**src/rtl/mem_access_stage.sv**
```systemverilog
// MEM pipeline stage: turns EX/MEM loads/stores into a req/ack data-memory transaction and forms the MEM/WB writeback.
// Optional MEM_MISALIGN_TRAP_EN traps misaligned half/word accesses and adds the misalign_err port.
module mem_access_stage (
  input  logic        clk,
  input  logic        reset,
  input  logic [31:0] PC_plus_4_eo,
  input  logic [31:0] Read_data2_eo,
  input  logic [31:0] ALU_result_eo,
  input  logic [4:0]  Rd_eo,
  input  logic [1:0]  Wr_data_sel_eo,
  input  logic        Reg_wr_eo,
  input  logic        Mem_rd_eo,
  input  logic        Mem_wr_eo,
  input  logic [2:0]  Funct3_eo,
  output logic        dmem_req,
  output logic        dmem_we,
  output logic [31:0] dmem_addr,
  output logic [31:0] dmem_wdata,
  output logic [3:0]  dmem_be,
  input  logic        dmem_ack,
  input  logic [31:0] dmem_rdata,
  output logic [31:0] Wr_data_mo,
  output logic [4:0]  Rd_mo,
  output logic        Reg_wr_mo,
  output logic        Mem_stall,
  output logic        bus_err
`ifdef MEM_MISALIGN_TRAP_EN
  ,
  output logic        misalign_err
`endif
);

  localparam int unsigned XLEN  = 32;
  localparam int unsigned CNT_W = 4;
  // The 15th ack-less BUSY cycle sees the counter at 14 and aborts.
  localparam logic [CNT_W-1:0] TIMEOUT_LAST = CNT_W'(14);

  typedef enum logic {IDLE, BUSY} state_t;

  state_t           state, state_nx;
  logic [CNT_W-1:0] cnt;
  logic             mem_op_c, misalign_c, issue_c, done_c, timeout_c;

  logic             req_load;
  logic [2:0]       req_funct3;
  logic [1:0]       req_lo;
  logic [4:0]       req_rd;
  logic [1:0]       req_sel;
  logic             req_reg_wr;
  logic [XLEN-1:0]  req_alu, req_pc4;

  function automatic logic [XLEN-1:0] wb_mux(input logic [1:0] sel, input logic [XLEN-1:0] alu,
                                             input logic [XLEN-1:0] ld, input logic [XLEN-1:0] pc4);
    logic [XLEN-1:0] r;
    case (sel)
      2'b00:   r = alu;
      2'b01:   r = ld;
      2'b10:   r = pc4;
      default: r = '0;
    endcase
    return r;
  endfunction

  // Funct3[1:0] selects size (00 byte, 01 half, else word); Funct3[2] selects zero-extension.
  function automatic logic [XLEN-1:0] load_extract(input logic [XLEN-1:0] w, input logic [1:0] lo,
                                                   input logic [2:0] f3);
    logic [7:0]      b;
    logic [15:0]     h;
    logic [XLEN-1:0] r;
    b = 8'(w >> {lo, 3'b000});
    h = lo[1] ? w[31:16] : w[15:0];
    case (f3[1:0])
      2'b00:   r = f3[2] ? XLEN'(b) : {{24{b[7]}}, b};
      2'b01:   r = f3[2] ? XLEN'(h) : {{16{h[15]}}, h};
      default: r = w;
    endcase
    return r;
  endfunction

  function automatic logic [3:0] store_be(input logic [2:0] f3, input logic [1:0] lo);
    logic [3:0] r;
    case (f3[1:0])
      2'b00:   r = 4'b0001 << lo;
      2'b01:   r = lo[1] ? 4'b1100 : 4'b0011;
      default: r = 4'b1111;
    endcase
    return r;
  endfunction

  function automatic logic [XLEN-1:0] store_data(input logic [2:0] f3, input logic [XLEN-1:0] d);
    logic [XLEN-1:0] r;
    case (f3[1:0])
      2'b00:   r = {4{d[7:0]}};
      2'b01:   r = {2{d[15:0]}};
      default: r = d;
    endcase
    return r;
  endfunction

  assign mem_op_c = Mem_rd_eo | Mem_wr_eo;

`ifdef MEM_MISALIGN_TRAP_EN
  always_comb begin
    misalign_c = 1'b0;
    case (Funct3_eo[1:0])
      2'b00:   misalign_c = 1'b0;
      2'b01:   misalign_c = ALU_result_eo[0];
      default: misalign_c = |ALU_result_eo[1:0];
    endcase
  end
`else
  assign misalign_c = 1'b0;
`endif

  // State register
  always_ff @(posedge clk or negedge reset) begin
    if (!reset) state <= IDLE;
    else        state <= state_nx;
  end

  // Next-state logic
  always_comb begin
    state_nx = state;
    case (state)
      IDLE:    if (issue_c) state_nx = BUSY;
      BUSY:    if (done_c || timeout_c) state_nx = IDLE;
      default: state_nx = IDLE;
    endcase
  end

  // FSM decode and the combinational upstream hold
  always_comb begin
    issue_c   = 1'b0;
    done_c    = 1'b0;
    timeout_c = 1'b0;
    Mem_stall = 1'b0;
    case (state)
      IDLE: begin
        issue_c   = mem_op_c && !misalign_c;
        Mem_stall = issue_c;
      end
      BUSY: begin
        done_c    = dmem_ack;
        timeout_c = !dmem_ack && (cnt == TIMEOUT_LAST);
        Mem_stall = !dmem_ack && !timeout_c;
      end
      default: ;
    endcase
    if (!reset) Mem_stall = 1'b0;
  end

  // Request launch, completion capture and MEM/WB outputs
  always_ff @(posedge clk or negedge reset) begin
    if (!reset) begin
      cnt          <= '0;
      dmem_req     <= 1'b0;
      dmem_we      <= 1'b0;
      dmem_be      <= '0;
      dmem_addr    <= '0;
      dmem_wdata   <= '0;
      Wr_data_mo   <= '0;
      Rd_mo        <= '0;
      Reg_wr_mo    <= 1'b0;
      bus_err      <= 1'b0;
`ifdef MEM_MISALIGN_TRAP_EN
      misalign_err <= 1'b0;
`endif
      req_load     <= 1'b0;
      req_funct3   <= '0;
      req_lo       <= '0;
      req_rd       <= '0;
      req_sel      <= '0;
      req_reg_wr   <= 1'b0;
      req_alu      <= '0;
      req_pc4      <= '0;
    end else begin
      bus_err      <= 1'b0;
`ifdef MEM_MISALIGN_TRAP_EN
      misalign_err <= 1'b0;
`endif
      case (state)
        IDLE: begin
          cnt <= '0;
          if (issue_c) begin
            dmem_req   <= 1'b1;
            dmem_we    <= !Mem_rd_eo;
            dmem_addr  <= {ALU_result_eo[31:2], 2'b00};
            dmem_be    <= Mem_rd_eo ? 4'b1111 : store_be(Funct3_eo, ALU_result_eo[1:0]);
            dmem_wdata <= Mem_rd_eo ? '0 : store_data(Funct3_eo, Read_data2_eo);
            req_load   <= Mem_rd_eo;
            req_funct3 <= Funct3_eo;
            req_lo     <= ALU_result_eo[1:0];
            req_rd     <= Rd_eo;
            req_sel    <= Wr_data_sel_eo;
            req_reg_wr <= Reg_wr_eo && (Rd_eo != 5'd0);
            req_alu    <= ALU_result_eo;
            req_pc4    <= PC_plus_4_eo;
            Reg_wr_mo  <= 1'b0;
          end else if (mem_op_c) begin
            // Trapped misaligned access: bubble, no request
            Reg_wr_mo    <= 1'b0;
`ifdef MEM_MISALIGN_TRAP_EN
            misalign_err <= 1'b1;
`endif
          end else begin
            Wr_data_mo <= wb_mux(Wr_data_sel_eo, ALU_result_eo, '0, PC_plus_4_eo);
            Rd_mo      <= Rd_eo;
            Reg_wr_mo  <= Reg_wr_eo && (Rd_eo != 5'd0);
          end
        end
        BUSY: begin
          Reg_wr_mo <= 1'b0;
          if (done_c || timeout_c) begin
            cnt      <= '0;
            dmem_req <= 1'b0;
            dmem_we  <= 1'b0;
            dmem_be  <= '0;
          end else begin
            cnt <= cnt + CNT_W'(1);
          end
          if (done_c) begin
            Wr_data_mo <= wb_mux(req_sel, req_alu,
                                 req_load ? load_extract(dmem_rdata, req_lo, req_funct3) : '0,
                                 req_pc4);
            Rd_mo      <= req_rd;
            Reg_wr_mo  <= req_reg_wr;
          end
          if (timeout_c) bus_err <= 1'b1;
        end
        default: ;
      endcase
    end
  end

endmodule

```
**config.mk**
```make
export PLATFORM = sky130hd
export DESIGN_NAME = mem_access_stage
export DESIGN_NICKNAME = d
export VERILOG_FILES = /design/src/rtl/mem_access_stage.sv
export SDC_FILE = /design/constraint.sdc
export NUM_CORES = 1
export LEC_CHECK = 0
export CELL_PAD_IN_SITES_DETAIL_PLACEMENT = 0
export CELL_PAD_IN_SITES_GLOBAL_PLACEMENT = 2
export CORE_MARGIN = 5
export CORE_UTILIZATION = 39
export DETAILED_ROUTE_END_ITERATION = 16
export DONT_BUFFER_PORTS = 1
export HOLD_SLACK_MARGIN = 0.02
export PLACE_DENSITY = 0.83
export SYNTH_ARGS = -nofsm -noshare
export SYNTH_HDL_FRONTEND = slang
export SYNTH_SLANG_ARGS = --single-unit
```
**constraint.sdc**
```tcl
create_clock -name clk -period 1.9 [get_ports clk]
set_input_delay 0.38 -clock clk [delete_from_list [all_inputs] [get_ports clk]]
set_output_delay 0.38 -clock clk [all_outputs]
set_load 0.03 [all_outputs]
```
* After elaboration in Yosys (flattened, before gate mapping)
Cells that the tools add are included.
** Word-level totals
- Register bits :: 190
- Bits of input ports :: 144
- Logic and storage cells :: 94
** Cells by class
- Add/sub/neg operators :: 1
- Eq/ne operators :: 11
- Shifts and indexed selects :: 2
- Muxes and demuxes :: 44
- Bitwise logic cells :: 2
- Reduce and logical (&&, ||, !) cells :: 15
** Operators with widths (count)
- $pmux 32 s2 :: 4
- $mux 32 :: 7
- $pmux 32 s3 :: 1
- $shr 32x5->8 :: 1
- $pmux 4 s2 :: 3
- $mux 4 :: 5
- $mux 16 :: 1
- $mux 5 :: 3
- $mux 1 :: 14
- $pmux 1 s2 :: 5
- $pmux 5 s2 :: 1
- $logic_not 2->1 :: 4
- $eq 2x1->1 const B :: 3
- $ne 2x2->1 const B :: 3
- $reduce_bool 5->1 :: 1
- $add 4x1->4 const B :: 1
- $eq 2x2->1 const B :: 2
- $eq 4x4->1 const B :: 1
- $ne 2x1->1 const B :: 2
- $reduce_and 2->1 :: 2
- $shl 1x2->4 const A :: 1
- $logic_and 1x1->1 :: 3
- $logic_not 1->1 :: 3
- $reduce_and 3->1 :: 1
- other kinds (3) :: 3

* Logic depth before layout (Yosys ltp)
- Word-level depth :: 7
- Gate-level depth with buffers :: 7
- Depth with buffers taken out :: 6

* Least setup slack after synthesis
OpenSTA, ideal clock, no wires.
- Path kind :: reg2reg
- From :: register state
- To :: register Wr_data_mo[0]
- Setup time :: 126 ps
- Arrival :: 1498 ps
- Data required time :: 1774 ps
- Path slack :: 275 ps
- Cell stages (with the launch flop) :: 7
- Path buffers :: 2
- Path through :: dfrtp_1 > buf_2 > or3_4 > nand2_4 > buf_6 > o221ai_2 > o32a_1
** Between the ends
- Longest elaborated chain between the ends :: 3
** RTL lines
- start, declared :: line 40 : state_t state, state_nx;
- start signal, assigned :: line 118 : else state <= state_nx;
- $mux 1 or $not 1->1 (tied branches)
- $ne 2x2->1 (no source line) or $ne 2x1->1 (tied branches)
- $reduce_and 3->1 (no source line)
- end signal, assigned :: line 206 : Wr_data_mo <= wb_mux(Wr_data_sel_eo, ALU_result_eo, '0, PC_plus_4_eo);
- end signal, assigned :: line 222 : Wr_data_mo <= wb_mux(req_sel, req_alu,
- end, declared :: line 22 : output logic [31:0] Wr_data_mo,
Parallel ways exist; a longest one is shown, timed or not.
A chain may end at the register's enable or synchronous reset.

* Final worst setup path
- From :: register state
- To :: output port Mem_stall
** Between the ends
- Longest elaborated chain between the ends :: 3
** RTL lines
- $not 1->1 (no source line)
- $pmux 1 s2 (*) :: line 137 : case (state)
- $mux 1 (*) :: line 149 : if (!reset) Mem_stall = 1'b0;
- end, declared :: line 25 : output logic Mem_stall,
Every way passes the cells marked *; elsewhere a longest branch is shown, timed or not.

==> impl_metrics.json <==
{
  "status": "finished, violations left",
  "violations": "negative hold slack, negative setup slack",
  "die_h_um": 157,
  "final_antenna_net_count": 0,
  "required_ps": 1520,
  "synth_area_um2": 8410,
  "fill_cells": 1949,
  "place_congestion": 0.904,
  "holdCritPathClass": "in -> async",
  "hold_viol": 158,
  "tns_ps": -57.3,
  "start_util_pct": 39.8,
  "rr_startpoint": "state$_DFF_PN0_",
  "critPathLaunchType": "flip-flop",
  "nets": 935,
  "insertion_delay_ps": 420,
  "track_usage_pct": 20.6,
  "cts_htree_levels": 4,
  "drive_gt1_share_pct": 22.6,
  "antenna_found_initial": 0,
  "holdWs_ps": -349,
  "synthArstFlopShare_pct": 100,
  "totalWireLength_um": 25400,
  "first_pass_iters": 4,
  "synth_edf_count": 0,
  "synth_warnings": 0,
  "p_comb_share_pct": 20.1,
  "die_area_um2": 24600,
  "area_growth_syn_to_layout_pct": 11.8,
  "worst_pin_slew_ps": 592,
  "r2r-end": "Wr_data_mo[4]$_DFFE_PN0P_",
  "setup_slack_ps": -57.3,
  "fin_area_um2": 9400,
  "syn_inst": 810,
  "power_uw": 11700,
  "port_buffers": 0,
  "final_max_slew_viol_count": 0,
  "syn_avg_cell_area_um2": 10.4,
  "cp_max_fo": 5,
  "switching_share_pct": 35.6,
  "vdd_ir_drop_max_mv": 0.565,
  "rsz0062_at_grt": "yes",
  "intPower_uw": 7570,
  "grt-ovfl-total": 0,
  "ys_seq_area_share_pct": 47.0,
  "clockPowerShare_pct": 31.4,
  "setup_viol": 1,
  "path_clk_slew_ps": 60,
  "cts_hold_buf": 1,
  "num_antenna_cells": 0,
  "synth_area_leaders": "dfrtp_1, mux2_2, mux2i_1",
  "drt_iter0_drc": 354,
  "p_seq_share_pct": 48.5,
  "synth_flop_cell": "dfrtp_1",
  "coreArea_um2": 21200,
  "grt_pass1_vias": 6622,
  "drc_errors": 0,
  "p_per_area_nw_per_um2": 1250,
  "grt_max_degree": 160,
  "ctsLongestPathBuffers": 2,
  "ys_types": 54,
  "viasPerCell": 5.63,
  "min_period_ps": 1960,
  "cts_tree": "done",
  "maxCapViolCount": 0,
  "p_switching_uw": 4180,
  "ios": 254,
  "place_area_um2": 8640,
  "clockRootBuffer": "clkbuf_16",
  "finClkSkew_ps": 8.46,
  "cp-end-kind": "output port",
  "synth-seq-cells": 158,
  "critPathArrivalTime_ps": 1580,
  "vias": 6063,
  "rr_worst_depth": 6,
  "synth_top_cell_by_area": "dfrtp_1",
  "die_w_um": 157,
  "synthDominantCellAreaShare_pct": 47.0,
  "numCtsBuffers": 17,
  "critical_path_class": "reg -> out",
  "power.leakage_uw": 0.00410,
  "wire_per_inst_um": 23.6,
  "cts_sinks": 158,
  "fmax_ghz": 0.511,
  "dp_worst_setup_slack_ps": 104,
  "row_count": 53,
  "dp_hpwl_um": 19100,
  "grt_pass1_wl_um": 38900,
  "relSlewSlack_pct": 60.4,
  "fin_crit_sh_pct": 103,
  "r2r_slack_ps": 70
}
-- layout make-up --
| cell class | instances | area, um^2 | area share, % |
|---|---|---|---|
| clock buffer | 22 | 474 | 5.04 |
| clock inverter | 9 | 159 | 1.69 |
| inverter | 5 | 18.8 | 0.200 |
| multi-input combinational | 561 | 4000 | 42.6 |
| sequential | 158 | 3960 | 42.1 |
| tap | 275 | 344 | 3.66 |
| timing repair buffer | 46 | 450 | 4.79 |
-- metrics by stage --
stage	instances	util, %
6_report	1076	44.5
5_1_grt	1076	44.5
4_1_cts	1070	44.2
3_5_place_dp	1034	40.8
3_3_place_gp	1034	40.8
2_1_floorplan	811	-
-- worst max path at each step --
stage | start | end | cells after the start
after global placement | req_alu[1]$_DFFE_PN0P_ | Wr_data_mo[8]$_DFFE_PN0P_ | 5
after detailed placement | req_alu[1]$_DFFE_PN0P_ | Wr_data_mo[8]$_DFFE_PN0P_ | 5
final | state$_DFF_PN0_ | Mem_stall | 5
after global routing | state$_DFF_PN0_ | Mem_stall | 5
after floorplan | state$_DFF_PN0_ | Wr_data_mo[0]$_DFFE_PN0P_ | 6
after CTS | cnt[0]$_DFF_PN0_ | Mem_stall | 6
-- sequential cells by signal (all words and copies together) (netlist names), 3 cells and up --
register	flops
req_alu	31
req_rd	5
req_funct3	3
req_pc4	32
dmem_be	4
Wr_data_mo	32
cnt	4
Rd_mo	5
dmem_wdata	32
-- power by group through the flow --
stage / registers [uW] / clock network, uW / logic [uW]
5_1_grt: 5790 / 3940 / 2610
3_3_place_gp: 5740 / 0 / 2250
4_1_cts: 5710 / 3790 / 2360
2_1_floorplan: 5170 / 0 / 2340
3_5_place_dp: 5770 / 0 / 2330
6_report: 5700 / 3690 / 2360
-- critical path, stage by stage (launching register included) --
cell,delay [ps]
dfrtp_1,400
buf_6,140
nor3_4,230
a21oi_4,60
and3_4,190
buf_6,130
-- what timing repair did --
| action | in CTS | in global routing |
|---|---|---|
| hold endpoints to repair | 159 | 158 |
| buffers inserted | 4 | 6 |
| endpoints found under the setup margin | 1 | 1 |
| pin swaps | 3 | 5 |
| gates resized for setup | 10 | 3 |
-- synth_stat cells, types with 9 or more instances --
cell type and number:
nor2_1 57, a21oi_1 56, a22o_1 9, o21ai_0 77, o21ai_1 13, clkbuf_1 26, nor2b_1 26, dfrtp_1 158
mux2i_1 82, buf_2 26, buf_4 32, nand2_1 59, mux2_2 84, o2bb2ai_1 10
-- routing by layer --
layer | up-vias | GRT usage (%) | wire, um
li1 | 2813 | - | -
met1 | 3001 | 23.4 | 9340
met2 | 217 | 34.8 | 12700
met3 | 32 | 9.15 | 2840
met4 | 0 | 6.94 | 577
met5 | - | 0 | 0
-- cell usage in the layout, fill, tap and decap left out, drive strengths merged, types with 4 or more instances in the layout --
master | netlist | layout
bufinv | 0 | 4
nor2b | 26 | 26
a21oi | 56 | 56
clkbuf | 26 | 22
nor2 | 58 | 58
clkinvlp | 0 | 4
a211oi | 6 | 6
o21ai | 91 | 91
mux2i | 82 | 82
nand2 | 60 | 60
nand3 | 4 | 4
o22ai | 8 | 8
mux2 | 85 | 85
o2bb2ai | 10 | 10
dfrtp | 158 | 158
or2 | 4 | 4
o221ai | 10 | 10
buf | 61 | 45
nand2b | 5 | 5
inv | 5 | 5
a22o | 9 | 9
nor3 | 6 | 6
-- logic make-up after synthesis --
group           Yosys count  share of synthesized area, %
mux                     167                          21.2
buf+inv                  92                          6.10
fa+ha+maj                 2                         0.297
xor+xnor                  2                         0.208
flops                   158                          47.0
other cells               1                        0.0446
compound gates          211                          15.1
simple gates            177                          10.1
(Power assumes the default switching activity.)
